<file path="src/rtl/pipearch_writepack.sv">
// ---------------------------------------------------------------------------
// pipearch_writepack
//
// Upstream producer for the write-forward stage. Narrow words arrive on a
// valid/ready handshake and are packed WORDS_PER_LINE at a time into one line.
// Each completed line is issued as a single-cycle write (wf_we) to the
// write-forward port. An operation is started by op_start and completes with
// a one-cycle op_done pulse.
//
// Ports:
//   clk           rising-edge clock
//   reset         asynchronous, active-low reset
//   op_start      start pulse, only honoured while idle
//   op_done       one-cycle completion pulse
//   regs[0]       [15:0] lines per iteration, [31:16] iteration count
//   regs[1]       [ADDR_WIDTH-1:0] base address, [31] fifobram select
//   in_valid      input word valid
//   in_data       input word
//   in_ready      block accepts a word this cycle
//   wf_we         line write strobe, one cycle per line
//   wf_waddr      line address (base + line index, wraps)
//   wf_wdata      packed line, word 0 in the LSBs
//   wf_wfifobram  fifobram select latched at op_start
// ---------------------------------------------------------------------------
module pipearch_writepack #(
  parameter  int WORD_WIDTH     = 32,
  parameter  int WORDS_PER_LINE = 16,
  parameter  int ADDR_WIDTH     = 16,
  localparam int LINE_WIDTH     = WORD_WIDTH * WORDS_PER_LINE
) (
  input  logic                  clk,
  input  logic                  reset,
  input  logic                  op_start,
  output logic                  op_done,
  input  logic [31:0]           regs [2],
  input  logic                  in_valid,
  input  logic [WORD_WIDTH-1:0] in_data,
  output logic                  in_ready,
  output logic                  wf_we,
  output logic [ADDR_WIDTH-1:0] wf_waddr,
  output logic [LINE_WIDTH-1:0] wf_wdata,
  output logic                  wf_wfifobram
);

  localparam int WCW = $clog2(WORDS_PER_LINE);

  typedef enum logic [1:0] {
    IDLE   = 2'd0,
    PACK   = 2'd1,
    FINISH = 2'd2
  } state_t;

  state_t state, state_nxt;

  logic [15:0]           num_lines;
  logic [15:0]           num_iters;
  logic [ADDR_WIDTH-1:0] base_addr;
  logic                  fifobram_sel;
  logic [WCW-1:0]        word_cnt;
  logic [15:0]           line_cnt;
  logic [15:0]           iter_cnt;
  logic [LINE_WIDTH-1:0] line_buf;
  logic [LINE_WIDTH-1:0] line_nxt;
  logic [ADDR_WIDTH-1:0] waddr_nxt;

  logic start_op;
  logic accept;
  logic word_last;
  logic line_last;
  logic iter_last;

  // Only the address bits and the select bit of regs[1] are meaningful.
  logic unused_regs;
  assign unused_regs = ^regs[1][30:ADDR_WIDTH];

  assign word_last = (word_cnt == WCW'(WORDS_PER_LINE - 1));
  assign line_last = (line_cnt == num_lines - 16'd1);
  assign iter_last = (iter_cnt == num_iters - 16'd1);
  assign waddr_nxt = base_addr + ADDR_WIDTH'(line_cnt);

  // Line under construction with the current input word merged in; this is
  // what gets written out when the last word of a line is accepted.
  always_comb begin
    line_nxt = line_buf;
    line_nxt[word_cnt*WORD_WIDTH +: WORD_WIDTH] = in_data;
  end

  // State register.
  always_ff @(posedge clk or negedge reset) begin
    if (!reset) begin
      state <= IDLE;
    end else begin
      state <= state_nxt;
    end
  end

  // Next-state and handshake/control outputs. A zero line or iteration count
  // skips packing and goes straight to FINISH so op_done still pulses.
  always_comb begin
    state_nxt = state;
    in_ready  = 1'b0;
    op_done   = 1'b0;
    start_op  = 1'b0;
    accept    = 1'b0;
    case (state)
      IDLE: begin
        if (op_start) begin
          start_op = 1'b1;
          if (regs[0][15:0] == 16'd0 || regs[0][31:16] == 16'd0) begin
            state_nxt = FINISH;
          end else begin
            state_nxt = PACK;
          end
        end
      end
      PACK: begin
        in_ready = 1'b1;
        accept   = in_valid;
        if (accept && word_last && line_last && iter_last) begin
          state_nxt = FINISH;
        end
      end
      FINISH: begin
        op_done   = 1'b1;
        state_nxt = IDLE;
      end
      default: state_nxt = IDLE;
    endcase
  end

  // Datapath: operand latching, word packing, line/iteration counting and the
  // registered write port. Write outputs only change when a line is issued.
  always_ff @(posedge clk or negedge reset) begin
    if (!reset) begin
      num_lines    <= '0;
      num_iters    <= '0;
      base_addr    <= '0;
      fifobram_sel <= 1'b0;
      word_cnt     <= '0;
      line_cnt     <= '0;
      iter_cnt     <= '0;
      line_buf     <= '0;
      wf_we        <= 1'b0;
      wf_waddr     <= '0;
      wf_wdata     <= '0;
      wf_wfifobram <= 1'b0;
    end else begin
      wf_we <= 1'b0;
      if (start_op) begin
        num_lines    <= regs[0][15:0];
        num_iters    <= regs[0][31:16];
        base_addr    <= regs[1][ADDR_WIDTH-1:0];
        fifobram_sel <= regs[1][31];
        word_cnt     <= '0;
        line_cnt     <= '0;
        iter_cnt     <= '0;
        line_buf     <= '0;
      end
      if (accept) begin
        line_buf <= line_nxt;
        word_cnt <= word_cnt + WCW'(1);
        if (word_last) begin
          wf_we        <= 1'b1;
          wf_wdata     <= line_nxt;
          wf_waddr     <= waddr_nxt;
          wf_wfifobram <= fifobram_sel;
          if (line_last) begin
            line_cnt <= '0;
            iter_cnt <= iter_cnt + 16'd1;
          end else begin
            line_cnt <= line_cnt + 16'd1;
          end
        end
      end
    end
  end

endmodule

</file>
<file path="config.mk">
export PLATFORM = sky130hd
export DESIGN_NAME = pipearch_writepack
export DESIGN_NICKNAME = d
export VERILOG_FILES = /design/src/rtl/pipearch_writepack.sv
export SDC_FILE = /design/constraint.sdc
export NUM_CORES = 2
export LEC_CHECK = 0
export ABC_AREA = 0
export CORE_MARGIN = 2
export CORE_UTILIZATION = 45
export DETAILED_ROUTE_END_ITERATION = 12
export PLACE_DENSITY = 0.64
export SETUP_SLACK_MARGIN = 0.4
export SYNTH_ARGS = -nofsm -noshare
export SYNTH_HDL_FRONTEND = slang
export SYNTH_SLANG_ARGS = --single-unit
</file>
<file path="constraint.sdc">
create_clock -name clk -period 3.8 [get_ports clk]
set_input_delay 0.76 -clock clk [delete_from_list [all_inputs] [get_ports clk]]
set_output_delay 0.76 -clock clk [all_outputs]
set_load 0.005 [all_outputs]
</file>
==> summary by stage <==
Synth
The mean cell area of the mapped netlist is 9.05 sq um. The number of enable-type register cells in the synthesized netlist is 0. The share of the yosys chip area belonging to registers is 0.577. The async set-reset flop share out of synthesis is 1.00.

The fraction of the mapped netlist area in compound gates came to 0.159. After synthesis the cells add up to 48900 sq um. The flop and latch count out of synthesis is 1129. The warning count from the yosys run is 0. When the netlist entered floorplanning its net count stood at 5531.

Sorting the synthesized cells by how often they occur yields sky130_fd_sc_hd__dfrtp_1 (1129), sky130_fd_sc_hd__o21ai_0 (1043), sky130_fd_sc_hd__nand2_1 (1001). The mux contribution to synthesized area is 0.0292. The dominant cell by count in the synthesized netlist is sky130_fd_sc_hd__dfrtp_1. Of the total synthesized cell area, the portion taken by full adders, half adders and majority gates is 0.00654. The main flop type after synthesis is sky130_fd_sc_hd__dfrtp_1. The largest total area in the synthesized netlist belongs to sky130_fd_sc_hd__dfrtp_1. The area share of xor/xnor cells in the synthesized design is 0.00913. Of the total synthesized cell area, the portion taken by AND, OR, NAND and NOR gates is 0.182. Ranked by total cell area, the synthesized netlist is headed by sky130_fd_sc_hd__dfrtp_1 (58%), sky130_fd_sc_hd__o21ai_0 (11%), sky130_fd_sc_hd__nand2_1 (7.7%). The share of synthesized area in the top cell type comes to 0.577. The number of different library cells in the post-synthesis netlist is roughly 70.

The largest family of logic cells by synthesized area is simple AND/OR/NAND/NOR gates. The instance count of the mapped netlist is 5406.

STA
The final count of hold timing violations came to 0. The setup skew after layout is 13.9 ps. The final setup violation count is 0. Headroom to the max-slew limit came out at 0.252. The number of pins exceeding their max-slew limit in the final report was 0. The actual slew at the worst max-slew pin is 1120 ps. Adding up every negative setup slack in the final design gives 0 ps. For this run, the top clock speed supported by timing is 313 MHz. Counting I/O delays and the setup requirement, the final critical path takes roughly 3200 ps. Setup repair after global routing left no endpoint under its margin. The final clock period utilization by the worst path is 0.842.

The worst setup slack after layout is around 600 ps.

Final layout
The summed area of non-filler cells in the final layout is 60800 sq um. The number of nets in the final layout is 5973. Counting the fill cells in the layout gives around 9600.

In the final layout, the multi-input gates occupy 19100 sq um. The fraction of final layout cells with drive strength greater than 1 is 0.0685. The sequential cell area is 28300 sq um. The finished layout holds 7349 standard cells, fillers aside. Compared with the post-synthesis result, the final layout area differs by 24.3%.

Setup path
The worst setup path is launched from a register. At the worst endpoint, the arrival time is 3740 ps. The setup path with the least slack is of type register to register. The data required time of the critical path is roughly 4300 ps.

For the worst flop-to-flop path, the logic depth is 9. The worst setup path is captured at a register. In this run the worst path has a maximum fanout of 32.

Floorplan
The full die area is 111000 sq um. After floorplanning, the core was sized to cover 108000 sq um. The effective utilization at floorplan is 0.455. The number of placement rows is 120. Measured along the x axis, the die boundary spans ~330 um. The floorplan step set the die height to 334 um. Pin placement for this block handled 632 I/O pins.

Place
At the end of routability-driven placement, the weighted congestion stood at about 0.86. The count of buffers from port buffering is ~620. Summing all placed instances gives a cell area of 56800 sq um. The number of placed instances, taps included, is 7130. The HPWL reported at the end of detailed placement is ~110 mm. OpenSTA, run right after detailed placement, puts the worst setup slack at ~310 ps.

Clock network
Counting along the longest clock path gives a buffer depth of 3. The deepest level of the CTS H-tree is 3. The buffer cell driving the clock tree root is sky130_fd_sc_hd__clkbuf_16. The clock transition at the registers of the reported paths is approximately 60 ps. Buffers inserted during clock tree synthesis total 117.

The number of sinks handled by clock tree synthesis is 1129. The CTS tree is done. For the worst-skew pair, the clock arrives at the later sink with an insertion delay of between 700 and 800 ps.

The total of hold buffers inserted after clock tree synthesis is 0.

Global route
The first-pass GRT wire length is 245 mm. The met3 layer usage reported by global route is 0.0600. Entering global routing, the biggest net connects 205 pins. The aggregate global-route resource usage is 0.288.

The initial antenna violation count is 11. The number of global-route vias before repair was between 30000 and 40000. The routing usage on met2 is 0.447. The residual overflow from global routing is 0. The busiest layer in global routing is met2.

The global routing usage on met1 is 0.403.

Drt
The via density per instance is 5.53. The vias after detailed routing is around 41000. The number of routed nets with antenna violations is 0.

The routed design has 162 mm of wire. Dividing the detail-routed wire length by the instance count gives 22.1 um. The violation count after the first detailed-route iteration is 3681. The total DRC errors in the routed layout is 0. The first detailed-routing pass ran for 7 iterations.

Status
The run finished with clean final reports.

Power
The total power consumption of the routed design is 35100 uW. In this run the power density over the cells is 576 nW/um^2. The peak supply drop is 372 uV. In this run the static leakage power is about 0.026 uW.

Worst hold path
The min-delay analysis places its worst path in the category input port to asynchronous set/reset pin.

Flow run
The number of max-cap violations is 0.
-- logic make-up after synthesis --
group / count (synthesis)
AOI/OAI and AO/OA: 1506
xor gates and xnor gates: 51
adders and majority gates: 25
buffers and inverters: 466
DFF: 1129
muxes: 142
and+or+nand+nor: 2087
-- cell type report --
cell class / instances / area share
multi-input combinational: 3811 / 0.314
sequential: 1129 / 0.464
inverter: 20 / 0.00123
clock buffer: 177 / 0.0566
tap: 1403 / 0.0289
antenna: 2 / 0.0000823
clock inverter: 38 / 0.00839
timing repair buffer: 769 / 0.126
-- worst paths after layout --
kind                                  to    startpoint  slack, ps
max reg2reg                wf_wdata[175]   word_cnt[0]        600
min                        wf_wdata[506]         reset        140
min in group clk            wf_wfifobram  wf_wfifobram        470
max in group asynchronous  wf_wdata[458]         reset       2530
max                        wf_wdata[175]   word_cnt[0]        600
min reg2reg                 wf_wfifobram  wf_wfifobram        470
-- power by group --
part | total (uW) | switching (uW) | leakage (uW) | internal [uW]
logic | 7510 | 4560 | 0.00810 | 2940
clock network | 11900 | 4890 | 0.00193 | 6970
registers | 15700 | 1380 | 0.0156 | 14300
-- sequential cells by signal (all words and copies together), names as in the netlist --
name          cells
wf_wfifobram      1
iter_cnt         16
num_iters        16
fifobram_sel      1
wf_wdata        512
line_buf        512
wf_waddr         16
word_cnt          4
base_addr        16
state             2
num_lines        16
line_cnt         16
wf_we             1
-- metal layers --
| metal | up-vias | routed length (um) |
|---|---|---|
| li1 | 19300 | - |
| met1 | 19800 | 71900 |
| met2 | 1296 | 73700 |
| met3 | 215 | 11500 |
| met4 | 2 | 5290 |
| met5 | - | 13 |
-- per-stage QoR --
stage / util / hold slack, ps
2_1_floorplan: - / 439
3_3_place_gp: 0.528 / 452
3_5_place_dp: 0.528 / 460
4_1_cts: 0.565 / 120
5_1_grt: 0.566 / 160
6_report: 0.566 / 135
-- layout by cell type, fill, tap and decap left out, types with 19 or more instances in the layout --
cell type and count:
sky130_fd_sc_hd__nand2_1 986, sky130_fd_sc_hd__clkbuf_1 32, sky130_fd_sc_hd__nand3_1 494, sky130_fd_sc_hd__buf_4 124
sky130_fd_sc_hd__o21ai_0 1043, sky130_fd_sc_hd__nor2_1 419, sky130_fd_sc_hd__buf_12 29, sky130_fd_sc_hd__a21oi_1 365
sky130_fd_sc_hd__clkbuf_8 27, sky130_fd_sc_hd__nor3_1 20, sky130_fd_sc_hd__and2_1 36, sky130_fd_sc_hd__xor2_1 19
sky130_fd_sc_hd__dfrtp_1 1129, sky130_fd_sc_hd__a31oi_1 36, sky130_fd_sc_hd__clkdlybuf4s50_1 615, sky130_fd_sc_hd__mux2i_1 137
sky130_fd_sc_hd__and3_1 19, sky130_fd_sc_hd__inv_1 19, sky130_fd_sc_hd__clkbuf_16 118, sky130_fd_sc_hd__xnor2_1 32
sky130_fd_sc_hd__ha_1 24
-- worst max-delay path, stage by stage, from the launching register on --
cell and delay (ps):
sky130_fd_sc_hd__dfrtp_1 460, sky130_fd_sc_hd__inv_1 160, sky130_fd_sc_hd__ha_1 180, sky130_fd_sc_hd__nor2b_2 310
sky130_fd_sc_hd__a21o_1 180, sky130_fd_sc_hd__and2_1 450, sky130_fd_sc_hd__nand2_2 600, sky130_fd_sc_hd__buf_4 400
sky130_fd_sc_hd__a21oi_1 180, sky130_fd_sc_hd__o21ai_0 90
-- what timing repair did --
item | 4_1_cts | 5_1_grt
buffers inserted | 0 | 2
hold endpoints to repair | 0 | 0
gates resized for setup | 2 | 10
setup endpoints to repair | 27 | 322
Power figures use the tool's default switching activity.
==> RTL edit: new RTL, same flow settings <==
Reset style: synchronous (`reset`), changed in 2 clocked blocks. Comments in the files are not updated.
--- a/src/rtl/pipearch_writepack.sv
+++ b/src/rtl/pipearch_writepack.sv
@@ -87,5 +87,5 @@
 
   // State register.
-  always_ff @(posedge clk or negedge reset) begin
+  always_ff @(posedge clk) begin
     if (!reset) begin
       state <= IDLE;
@@ -131,5 +131,5 @@
   // Datapath: operand latching, word packing, line/iteration counting and the
   // registered write port. Write outputs only change when a line is issued.
-  always_ff @(posedge clk or negedge reset) begin
+  always_ff @(posedge clk) begin
     if (!reset) begin
       num_lines    <= '0;
Check against the original RTL: not settled (the Yosys comparison gave no result); the edit may change what the design does.
==> RTL edit against the original RTL <==
Worst setup slack lost 0.046 ns; die area shrank 0.88%; utilization shrank 0.37 points; global-route usage grew 2.0 points; sequential cell count is the same; sequential share of layout area shrank 8.9 points; routed wire length grew 9.5%; area after synthesis shrank 0.89%; cell area shrank 1.1%.
Power is not compared: it rests on default switching activity, and its combinational part moved more than twofold at a synthesized area within 25%.
==> RTL edit: results (changes against the original RTL) <==
| Metric | Value |
|---|---|
| Status | `finished, final reports clean` |
| Syn Nets | `5384 (-2.7%)` |
| DRT Wirelength | `178000 µm (+9.5%)` |
| Layout cell share with drive strength beyond 1 | `7.35% (+0.50 points)` |
| Non-clk invs | `29 (+45%)` |
| Reg area | `22600 µm² (-20%)` |
| Post-layout nets | `5744 (-3.8%)` |
| Dpl hpwl | `120000 µm (+9.2%)` |
| PostCTS Resize Cnt | `0 (-2)` |
| GPL Wtd Cong | `0.878 (+2.2%)` |
| Synth top area cells | `dfxtp_1 (47%), o211a_1 (10%), nor2b_1 (6.8%)` |
| Global Route met2 Usage | `48.5% (+3.8 points)` |
| Initial antenna violation count | `8 (-3)` |
| Fraction of area in multi-input gates | `39.6% (+8.2 points)` |
| Number of diodes | `4 (+2)` |
| Vias per inst | `5.97 (+8.0%)` |
| Pre-CTS setup slack | `0.424 ns (+0.115 ns)` |
| Worst EP arrival | `3.89 ns (+0.15 ns)` |
| Clock buffers | `187 (+5.6%)` |
| Crit path max fanout | `33 (+3.1%)` |
| Fraction of registers with async set/reset | `0% (-100 points)` |
| Setup slack, reg-to-reg | `0.56 ns (-0.05 ns)` |
| Layout filler cell count | `9668 (+0.81%)` |
| Worst Clk Skew | `0.0342 ns (+0.0203 ns)` |
| Synthesis-to-finish area growth | `24.1%` |
| Signal buf overhead | `13.0% (+0.42 points)` |
| First-pass detailed-route iteration total | `8 (+1)` |
| CP max stage delay | `0.58 ns (-0.02 ns)` |
| Top Layer Used | `met4` |
| CTS buffer count | `120 (+2.6%)` |
-- RTL edit: changes by cell type after synthesis, moves of 479 or more --
cell / unedited run / this run
dfrtp_1: 1129 / 0
dfxtp_1: 0 / 1129
nand3_1: 506 / 27
nor2b_1: 9 / 527
o211a_1: 1 / 504
o21ai_0: 1043 / 65
-- RTL edit: cell families (layout without fill, tap and decap cells) --
group | Yosys count | after routing | synth area share (%)
compound gates | 1637 | 1637 | 27.8
xor+xnor | 65 | 65 | 1.17
other cells | 0 | 4 | 0
flops | 1129 | 1129 | 46.6
fa+ha+maj | 25 | 25 | 0.660
simple gates | 1752 | 1752 | 17.8
buf+inv | 581 | 1039 | 4.58
mux | 70 | 70 | 1.44
-- RTL edit: worst reg2reg max path: stages, from the launching register on --
cell	delay [ns]
dfxtp_2	0.54
inv_1	0.11
ha_2	0.24
xnor2_1	0.14
buf_4	0.16
nor2b_1	0.50
nand2_2	0.58
nor2_2	0.29
buf_4	0.32
a22oi_1	0.15
nor2b_1	0.16
